### src/rtl/pipe_skid_stage.sv
`default_nettype none
// ============================================================================
//  Module   : pipe_skid_stage
//  Purpose  : Pipeline stage register with a SKID_DEPTH-entry skid FIFO.
//             One registered output slot (d_valid/d_payload) backed by a
//             circular skid buffer that absorbs upstream uops while the
//             downstream stage stalls. Flush discards every held uop.
//  Ports    : clk, rst        - clock, synchronous active-high reset
//             flush           - drop all held uops (redirect / trap)
//             u_valid/u_payload/u_stall - upstream valid/stall handshake
//             d_valid/d_payload/d_stall - downstream valid/stall handshake
//             occupancy       - registered skid FIFO entry count
//  Revision : 1.0 - initial release
// ============================================================================
module pipe_skid_stage #(
  parameter int PAYLOAD_W  = 32,
  parameter int SKID_DEPTH = 2,
  parameter int CNT_W      = $clog2(SKID_DEPTH + 1)
) (
  input  logic                 clk,
  input  logic                 rst,
  input  logic                 flush,
  input  logic                 u_valid,
  input  logic [PAYLOAD_W-1:0] u_payload,
  output logic                 u_stall,
  output logic                 d_valid,
  output logic [PAYLOAD_W-1:0] d_payload,
  input  logic                 d_stall,
  output logic [CNT_W-1:0]     occupancy
);

  localparam int               PTR_W  = (SKID_DEPTH > 1) ? $clog2(SKID_DEPTH) : 1;
  localparam logic [PTR_W-1:0] c_LAST = PTR_W'(SKID_DEPTH - 1);
  localparam logic [CNT_W-1:0] c_FULL = CNT_W'(SKID_DEPTH);

  logic [PAYLOAD_W-1:0] r_mem [SKID_DEPTH];
  logic [PTR_W-1:0]     r_head;
  logic [PTR_W-1:0]     r_tail;
  logic [CNT_W-1:0]     r_occ;
  logic                 r_d_valid;
  logic [PAYLOAD_W-1:0] r_d_payload;

  logic                 w_full;
  logic                 w_empty;
  logic                 w_accept;
  logic                 w_pop;
  logic                 w_push;
  logic [CNT_W-1:0]     w_occ_nxt;

  // Modulo increment by explicit compare so non-power-of-2 depths wrap right.
  function automatic logic [PTR_W-1:0] f_inc(input logic [PTR_W-1:0] p);
    return (p == c_LAST) ? '0 : p + 1'b1;
  endfunction

  // Stall is a pure function of registered state: no combinational path
  // from u_valid, d_stall or flush.
  assign w_full   = (r_occ == c_FULL);
  assign w_empty  = (r_occ == '0);
  assign w_accept = u_valid & ~w_full;
  assign w_pop    = ~d_stall & ~w_empty;
  // With an empty skid and a moving output, the accepted uop bypasses the
  // FIFO straight into the output register.
  assign w_push   = w_accept & (d_stall | ~w_empty);

  always_comb begin
    w_occ_nxt = r_occ;
    case ({w_push, w_pop})
      2'b10:   w_occ_nxt = r_occ + 1'b1;
      2'b01:   w_occ_nxt = r_occ - 1'b1;
      default: w_occ_nxt = r_occ;
    endcase
  end

  // Pointers and occupancy.
  always_ff @(posedge clk) begin
    if (rst || flush) begin
      r_head <= '0;
      r_tail <= '0;
      r_occ  <= '0;
    end else begin
      if (w_push) r_tail <= f_inc(r_tail);
      if (w_pop)  r_head <= f_inc(r_head);
      r_occ <= w_occ_nxt;
    end
  end

  // Skid storage; contents are only cleared by reset, flush just
  // invalidates them through the pointers.
  always_ff @(posedge clk) begin
    if (rst) begin
      for (int i = 0; i < SKID_DEPTH; i++) r_mem[i] <= '0;
    end else if (!flush && w_push) begin
      r_mem[r_tail] <= u_payload;
    end
  end

  // Output register. While stalled it holds whatever it has, including a
  // bubble, so a stalled d_valid=0 is never overwritten.
  always_ff @(posedge clk) begin
    if (rst || flush) begin
      r_d_valid   <= 1'b0;
      r_d_payload <= '0;
    end else if (!d_stall) begin
      if (!w_empty) begin
        r_d_valid   <= 1'b1;
        r_d_payload <= r_mem[r_head];
      end else begin
        r_d_valid   <= w_accept;
        r_d_payload <= u_payload;
      end
    end
  end

  assign u_stall   = w_full;
  assign d_valid   = r_d_valid;
  assign d_payload = r_d_payload;
  assign occupancy = r_occ;

endmodule
`default_nettype wire

### config.mk
export PLATFORM = sky130hd
export DESIGN_NAME = pipe_skid_stage
export DESIGN_NICKNAME = d
export VERILOG_FILES = /design/src/rtl/pipe_skid_stage.sv
export SDC_FILE = /design/constraint.sdc
export NUM_CORES = 1
export LEC_CHECK = 0
export ABC_CLOCK_PERIOD_IN_PS = 4080
export CORE_UTILIZATION = 43
export DETAILED_ROUTE_END_ITERATION = 10
export MAX_ROUTING_LAYER = met4
export PLACE_DENSITY_LB_ADDON = 0.08
export REMOVE_ABC_BUFFERS = 1
export SETUP_SLACK_MARGIN = 0.02
export SYNTH_ARGS = -nofsm -noshare
export SYNTH_HDL_FRONTEND = slang
export SYNTH_SLANG_ARGS = --single-unit
### constraint.sdc
create_clock -name clk -period 4.08 [get_ports clk]
set_input_delay 1.02 -clock clk [delete_from_list [all_inputs] [get_ports clk]]
set_output_delay 1.02 -clock clk [all_outputs]
set_load 0.1 [all_outputs]
# Word-level counts from Yosys, hierarchy flattened
# Memory sizes are Yosys's and may differ from the RTL's. A register that Yosys moved wholly into a read port is not among the register bits.
# Index checks and enable logic that the tools add are counted.
# word_totals
ff_bits	37
mem_bits_rw	64
in_bits	37
out_inout_bits	36
elab_cells	41
n_memories	1
# memory_table
memory	depth	word_bits	read_ports	rd_clocked_by_memory_dff	write_ports	line	source
r_mem	2	32	1	1	2	36	logic [PAYLOAD_W-1:0] r_mem [SKID_DEPTH];
# classes
add_sub_neg	4
n_eq_ne	3
mux	15
bitwise	7
n_reduce_logical	6
# op_table
op	n
$mux W32	2
$reduce_or A32 Y1	1
$mux W1	12
$eq A2 B2 Y1 const B	2
$pmux W2 S2	1
$and A1 B1 Y1	3
$not A1 Y1	3
$add A1 B1 Y1 const B	2
$add A2 B1 Y2 const B	1
$eq A2 B1 Y1 const B	1
$logic_not A2 Y1	1
$reduce_bool A2 Y1	1
$sub A2 B1 Y2 const B	1
$logic_and A1 B1 Y1	1
$logic_not A1 Y1	1
$logic_or A1 B1 Y1	1
$or A1 B1 Y1	1

# Longest topological paths before layout
# Gate-level depths: netlist of the first run.
# logic_depth
word_depth	10
depth_mapped	8
depth_no_buf	6

# Worst setup path before layout of the first run
# OpenSTA, ideal clock, no wires.
# synth_timing
path_type	register to output
from	reg r_occ[1] (netlist: occupancy[1])
to	out u_stall
t_arrival_ns	2.843
setup_slack_ns	0.217
path_stages_with_launch	4
path_buffers	2
cell_sequence	dfxtp_1 > buf_6 > clkbuf_1 > nor2b_1
# synth_via
elab_chain_cells	1
# synth_lines
item	line	source
start: declaration	39	logic [CNT_W-1:0] r_occ;
start signal: assignment	83	r_occ <= w_occ_nxt;
$eq A2 B2 Y1	57	assign w_full = (r_occ == c_FULL);
end: declaration	25	output logic u_stall,
# No other way between the ends.

# Worst setup path after layout of the first run
# layout_timing
from	reg r_d_payload[17] (netlist: d_payload[17])
to	out d_payload[17]
# layout_lines
item	line	source
start: declaration	41	logic [PAYLOAD_W-1:0] r_d_payload;
start signal: assignment	106	r_d_payload <= r_mem[r_head];
start signal: assignment	109	r_d_payload <= u_payload;
end: declaration	27	output logic [PAYLOAD_W-1:0] d_payload,
# No word-level cell between the ends.

==> results of run 1 <==
## routing by layer
metal | part of all wire, % | track usage, % | wire length [µm] | vias up
li1 | - | - | - | 1419
met1 | 49 | 26.38 | 4981 | 1529
met2 | 47 | 30.80 | 4799 | 70
met3 | 3.7 | 2.759 | 377 | 7
met4 | 0.74 | 5.952 | 76 | 0
met5 | 0 | - | 0 | -
## flip-flops by register name, indices dropped and copies added (netlist names), named ones only
name and flops:
occupancy 2, d_valid 1, d_payload 32, r_head 1, r_mem 64, r_tail 1
## stage by stage
stage,instance area [µm²],cells,utilization [%],power (mW)
3_3_place_gp,5376,536,51.62,1.488
6_report,5603,552,53.79,2.196
2_1_floorplan,4447,322,-,1.378
4_1_cts,5603,552,53.79,2.206
5_1_grt,5603,552,53.79,2.273
3_5_place_dp,5376,536,51.62,1.493
## cells by family after synthesis
| family | Yosys count | synth area share (%) |
|---|---|---|
| adder cells (fa/ha/maj) | 1 | 0.2678 |
| flip-flops | 102 | 57.43 |
| buffers and inverters | 35 | 4.956 |
| AND/OR/NAND/NOR | 141 | 18.62 |
| multiplexers | 32 | 10.13 |
| XOR/XNOR | 3 | 0.5627 |
| AO/OA/AOI/OAI | 41 | 8.036 |
## power breakdown
group	internal (mW)	leakage [nW]	switching, mW	total, mW
combinational	0.118	0.924	0.193	0.311
sequential	1.14	0.971	0.0191	1.16
clock	0.354	0.111	0.374	0.728
## cell type report
| cell class | count | share of cell area, % |
|---|---|---|
| Clock buffer | 9 | 2.211 |
| Clock inverter | 7 | 1.831 |
| Inverter | 2 | 0.1340 |
| Multi-Input combinational cell | 218 | 31.35 |
| Sequential cell | 102 | 47.95 |
| Tap cell | 136 | 3.037 |
| Timing Repair Buffer | 78 | 13.49 |
## worst max-delay path by stage
| stage | startpoint | slack (ns) | cells after the start | to |
|---|---|---|---|---|
| 6_report | d_payload[17] | 1.18 | 1 | d_payload[17] |
| 5_1_grt | d_payload[17] | 1.12 | 1 | d_payload[17] |
| 4_1_cts | d_payload[17] | 1.15 | 1 | d_payload[17] |
| 3_5_place_dp | rst | 0.93 | 4 | r_mem[1][31] |
| 3_3_place_gp | rst | 1.03 | 4 | r_mem[1][20] |
| 2_1_floorplan | occupancy[1] | 0.08 | 1 | u_stall |
## cell usage in the layout, fill, tap and decap left out
cell and n:
a21o_1 1, a21oi_1 2, a221oi_1 27, a221oi_2 5, and2_1 64, and2b_1 1
buf_2 1, buf_4 8, bufinv_16 2, clkbuf_8 9, clkdlybuf4s50_1 69, clkinv_4 1
clkinvlp_4 1, dfxtp_1 35, dfxtp_2 3, edfxtp_1 64, ha_1 1, inv_1 2
inv_6 3, mux2_2 2, mux2_4 30, nor2_1 38, nor2b_1 1, nor3b_1 1
nor4b_1 32, o2111a_1 1, o211a_2 1, o21ai_0 3, o21ba_2 1, or2_2 3
or3_1 1, xnor2_1 2, xor2_1 1
==> metrics.txt, run 1 <==
Clock Latency Late Sink 0.36 ns; DRC viols 0; vias in the first global route 3022; post-CTS sizing 0; CTS tree done; Mapped Area 4671 µm²; worst hold margin 0.5149 ns; Synth top area share 41.15%; Max Clock Freq 345.2 MHz; # rows 37; status finished, final reports clean; Worst Hold Depth 2; Final Critical Period 2.897 ns; cell count after synthesis 355; CP cell instances clkdlybuf4s50_1; via count 3025; total CTS buffers 9; Yosys Warn Count 0; Reg-to-Reg End r_mem[0][8]; pre-CTS setup slack 0.9304 ns; Setup crit end kind output port; Worst Hold Class reg -> reg; Least-Margin Pin Slew 1.171 ns; FF+latch area 2686 µm²; CP required 3.06 ns; hold_buf cts 0; DRT antenna net count 0; CP max-delay cell clkdlybuf4s50_1; CP bufs+invs 1; ANT cells 0; Pre-antenna DRT Iters 4; PwrDens 391.9 nW/µm²; leading area contributor after synthesis edfxtp_1; synthesized flop and latch total 102; gr usage total 19.60%; post-CTS setup buffers 0; Fin Clk Skew 0.01454 ns; initial antenna violation count 0; Finish-stage setup viols 0; Fin. Hold Viols 0; clk sinks 102; clock-pin slew on the worst setup and hold paths 0.10 ns; CTS max path bufs 2; Core ar. 10420 µm²; critical path class reg -> out; max-cap viol count 0; relative slew slack 21.93%; Hold Crit Start r_head; H-tree depth 3; register area share after synthesis 57.43%; global-route wire length before repair 16240 µm; WL/cell 18.54 µm; root buffer cell clkbuf_8; Max Transition Viols Final 0; fillers 937; PortBufs 72; async set-reset flop share out of synthesis 0%; r2r setup slk 1.89 ns; post-synthesis cell type count 29; Die Y 106.2 µm; Nets 449; Pleak 2.006 nW; I/O pins 73; synth-to-layout area growth 19.96%; final cycle utilization of the critical path 71.01%; Post-Synthesis Mean Instance Area 13.16 µm²; Setup WS post-layout 1.183 ns; Die ar. 11280 µm²; ranking of synthesized cells by area edfxtp_1, dfxtp_1, mux2_4, and2_1, nor4b_1; EDFF count, synth 64; effective utilization at floorplan 44.84%; worst vdd ir 0.1714 mV; pin count of the biggest net entering global routing 67; CP peak stage delay 1.14 ns; setup TNS 0 ns; FF-to-FF path depth 3; final wirelength 10240 µm; final RePlAce weighted congestion 0.6847; multi-input logic area 1757 µm²; HPWL Detailed 5391 µm; prevailing post-synth register cell edfxtp_1; top cells by count, synth and2_1, edfxtp_1, dfxtp_1, nor2_1, nor4b_1; Die W 106.2 µm; RSZ-0062 raised after global routing false; Congestion Overflow GR 0; crit-path leading delay family buffers and inverters; R2R Path Start occupancy[0]; Worst EP arrival 1.88 ns; crit path max fanout 2; 1st-iter DRT viols 138; post-DR vias/cell 5.480; startpoint types register; share of cells above drive strength 1 16.83%
Note: power is estimated with default switching activity, not from simulation.
==> run 2, diff against run 1 <==
--- a/config.mk
+++ b/config.mk
@@ -5,7 +5,7 @@
 export SDC_FILE = /design/constraint.sdc
 export NUM_CORES = 1
 export LEC_CHECK = 0
-export ABC_CLOCK_PERIOD_IN_PS = 4080
+export ABC_CLOCK_PERIOD_IN_PS = 2770
 export CORE_UTILIZATION = 43
 export DETAILED_ROUTE_END_ITERATION = 10
 export MAX_ROUTING_LAYER = met4
==> constraint.sdc (replaced) <==
create_clock -name clk -period 2.77 [get_ports clk]
set_input_delay 0.6925 -clock clk [delete_from_list [all_inputs] [get_ports clk]]
set_output_delay 0.6925 -clock clk [all_outputs]
set_load 0.1 [all_outputs]
==> metrics.txt, run 2 (synthesis results as in run 1) <==
status finished, final reports clean; CP max-delay cell dfxtp_2; Setup crit end kind output port; WL/cell 17.95 µm (-3.2%); worst hold margin 0.5250 ns (+0.01012 ns); r2r setup slk 0.78 ns (-1.11 ns); Pleak 2.061 nW (+2.7%); share of cells above drive strength 1 24.64% (+7.8 points); HPWL Detailed 5483 µm (+1.7%); Hold Crit Start d_payload[28]; Most flops, register r_mem; multi-input logic area 1757 µm² (unchanged); synth-to-layout area growth 18.27%; total CTS buffers 9 (unchanged); pin count of the biggest net entering global routing 67 (unchanged); # rows 37 (unchanged); critical path class reg -> out; Worst EP arrival 1.66 ns (-0.22 ns); PortBufs 72 (unchanged); setup TNS 0 ns (unchanged); initial antenna violation count 0 (unchanged); commonest cells after routing, fill and taps aside and2_1, edfxtp_1, buf_4; CP required 2.08 ns (-0.98 ns); final wirelength 9947 µm (-2.8%); Reg-to-Reg End occupancy[1]; H-tree depth 3 (unchanged); 1st-iter DRT viols 160 (+16%); CP cell instances buf_4 > buf_4; Max Transition Viols Final 0 (unchanged); Nets 451 (+0.45%); DRT antenna net count 0 (unchanged); Congestion Overflow GR 0 (unchanged); final cycle utilization of the critical path 84.95%; crit path max fanout 30 (+28); vias in the first global route 2874 (-4.9%); I/O pins 73 (unchanged); worst vdd ir 0.2088 mV (+22%); Fin. Hold Viols 0 (unchanged); clock-pin slew on the worst setup and hold paths 0.09 ns (about the same); root buffer cell clkbuf_8; dpl cell area 5356 µm² (-0.37%); FF+latch area 2686 µm² (unchanged); gr usage total 19.04% (-0.56 points); max-cap viol count 0 (unchanged); via count 2998 (-0.89%); Max Clock Freq 425.0 MHz; fin area 5524 µm² (-1.4%); hold_buf cts 0 (unchanged); CTS tree done; Worst Hold Depth 2 (unchanged); DRC viols 0 (unchanged); Setup WS post-layout 0.4169 ns (-0.7660 ns); fin cells 554 (+0.36%); startpoint types register; PwrDens 545.3 nW/µm² (+39%); Final Critical Period 2.353 ns; post-DR vias/cell 5.412 (-1.3%); global-route wire length before repair 15680 µm (-3.4%); Final Util 53.03% (-0.76 points); RSZ-0062 raised after global routing false; Least-Margin Pin Slew 0.8324 ns (-0.3387 ns); post-CTS sizing 0 (unchanged); clk sinks 102 (unchanged); Core ar. 10420 µm² (unchanged); Cells after DPL 538 (+0.37%); effective utilization at floorplan 44.84% (unchanged); FF-to-FF path depth 5 (+2); fillers 938 (+0.11%); relative slew slack 44.50% (+23 points); CTS max path bufs 2 (unchanged); Die Y 106.2 µm (unchanged); Die ar. 11280 µm² (unchanged); R2R Path Start occupancy[0]; overall power 3.012 mW (+37%); CP peak stage delay 0.48 ns (-0.66 ns); Pre-antenna DRT Iters 4 (unchanged); crit-path most repeated cell buf_4; Die W 106.2 µm (unchanged); ANT cells 0 (unchanged); post-CTS setup buffers 0 (unchanged); Clock Latency Late Sink 0.37 ns (about the same); WHS Endpoint d_payload[28]; Worst Hold Class reg -> reg; Fin Clk Skew 0.01919 ns (+0.004650 ns); Finish-stage setup viols 0 (unchanged); final RePlAce weighted congestion 0.6834 (-0.19%); pre-CTS setup slack 0.1390 ns (-0.7914 ns); max FFs per register 64 (unchanged)
## run 2: worst max-delay path by stage
stage / start / end / slack, ns
floorplan: occupancy[1] / u_stall / -0.90
finish: occupancy[0] / occupancy[0] / 0.42
CTS: occupancy[0] / occupancy[0] / 0.41
global route: occupancy[0] / occupancy[0] / 0.34
global placement: rst / r_mem[0][19] / 0.18
detailed placement: rst / r_mem[0][20] / 0.14
## run 2: final cells by class
class	count	share of cell area, %
clock inverters	5	0.6569
flip-flops and latches	102	48.63
repair buffers	80	13.32
inverters	2	0.1359
clock buffers	11	2.378
well taps	136	3.080
multi-input cells	218	31.80
## run 2: where the power goes
part	internal, mW	switching, mW	total [mW]
sequential	1.67	0.0269	1.70
clock	0.330	0.524	0.854
combinational	0.172	0.284	0.456
## run 2: routing by layer
metal / global-route usage [%] / up-vias / wire length, µm
met3: 3.311 / 8 / 505
met2: 29.87 / 90 / 4589
li1: - / 1429 / -
met1: 25.23 / 1471 / 4748
met5: - / - / 0
met4: 5.952 / 0 / 103
## run 2: worst max-delay path: cells and delay by family, from the launching register on
| kind | cells | cell delay [ns] |
|---|---|---|
| flip-flops | 1 | 0.48 |
| buffers and inverters | 2 | 0.81 |
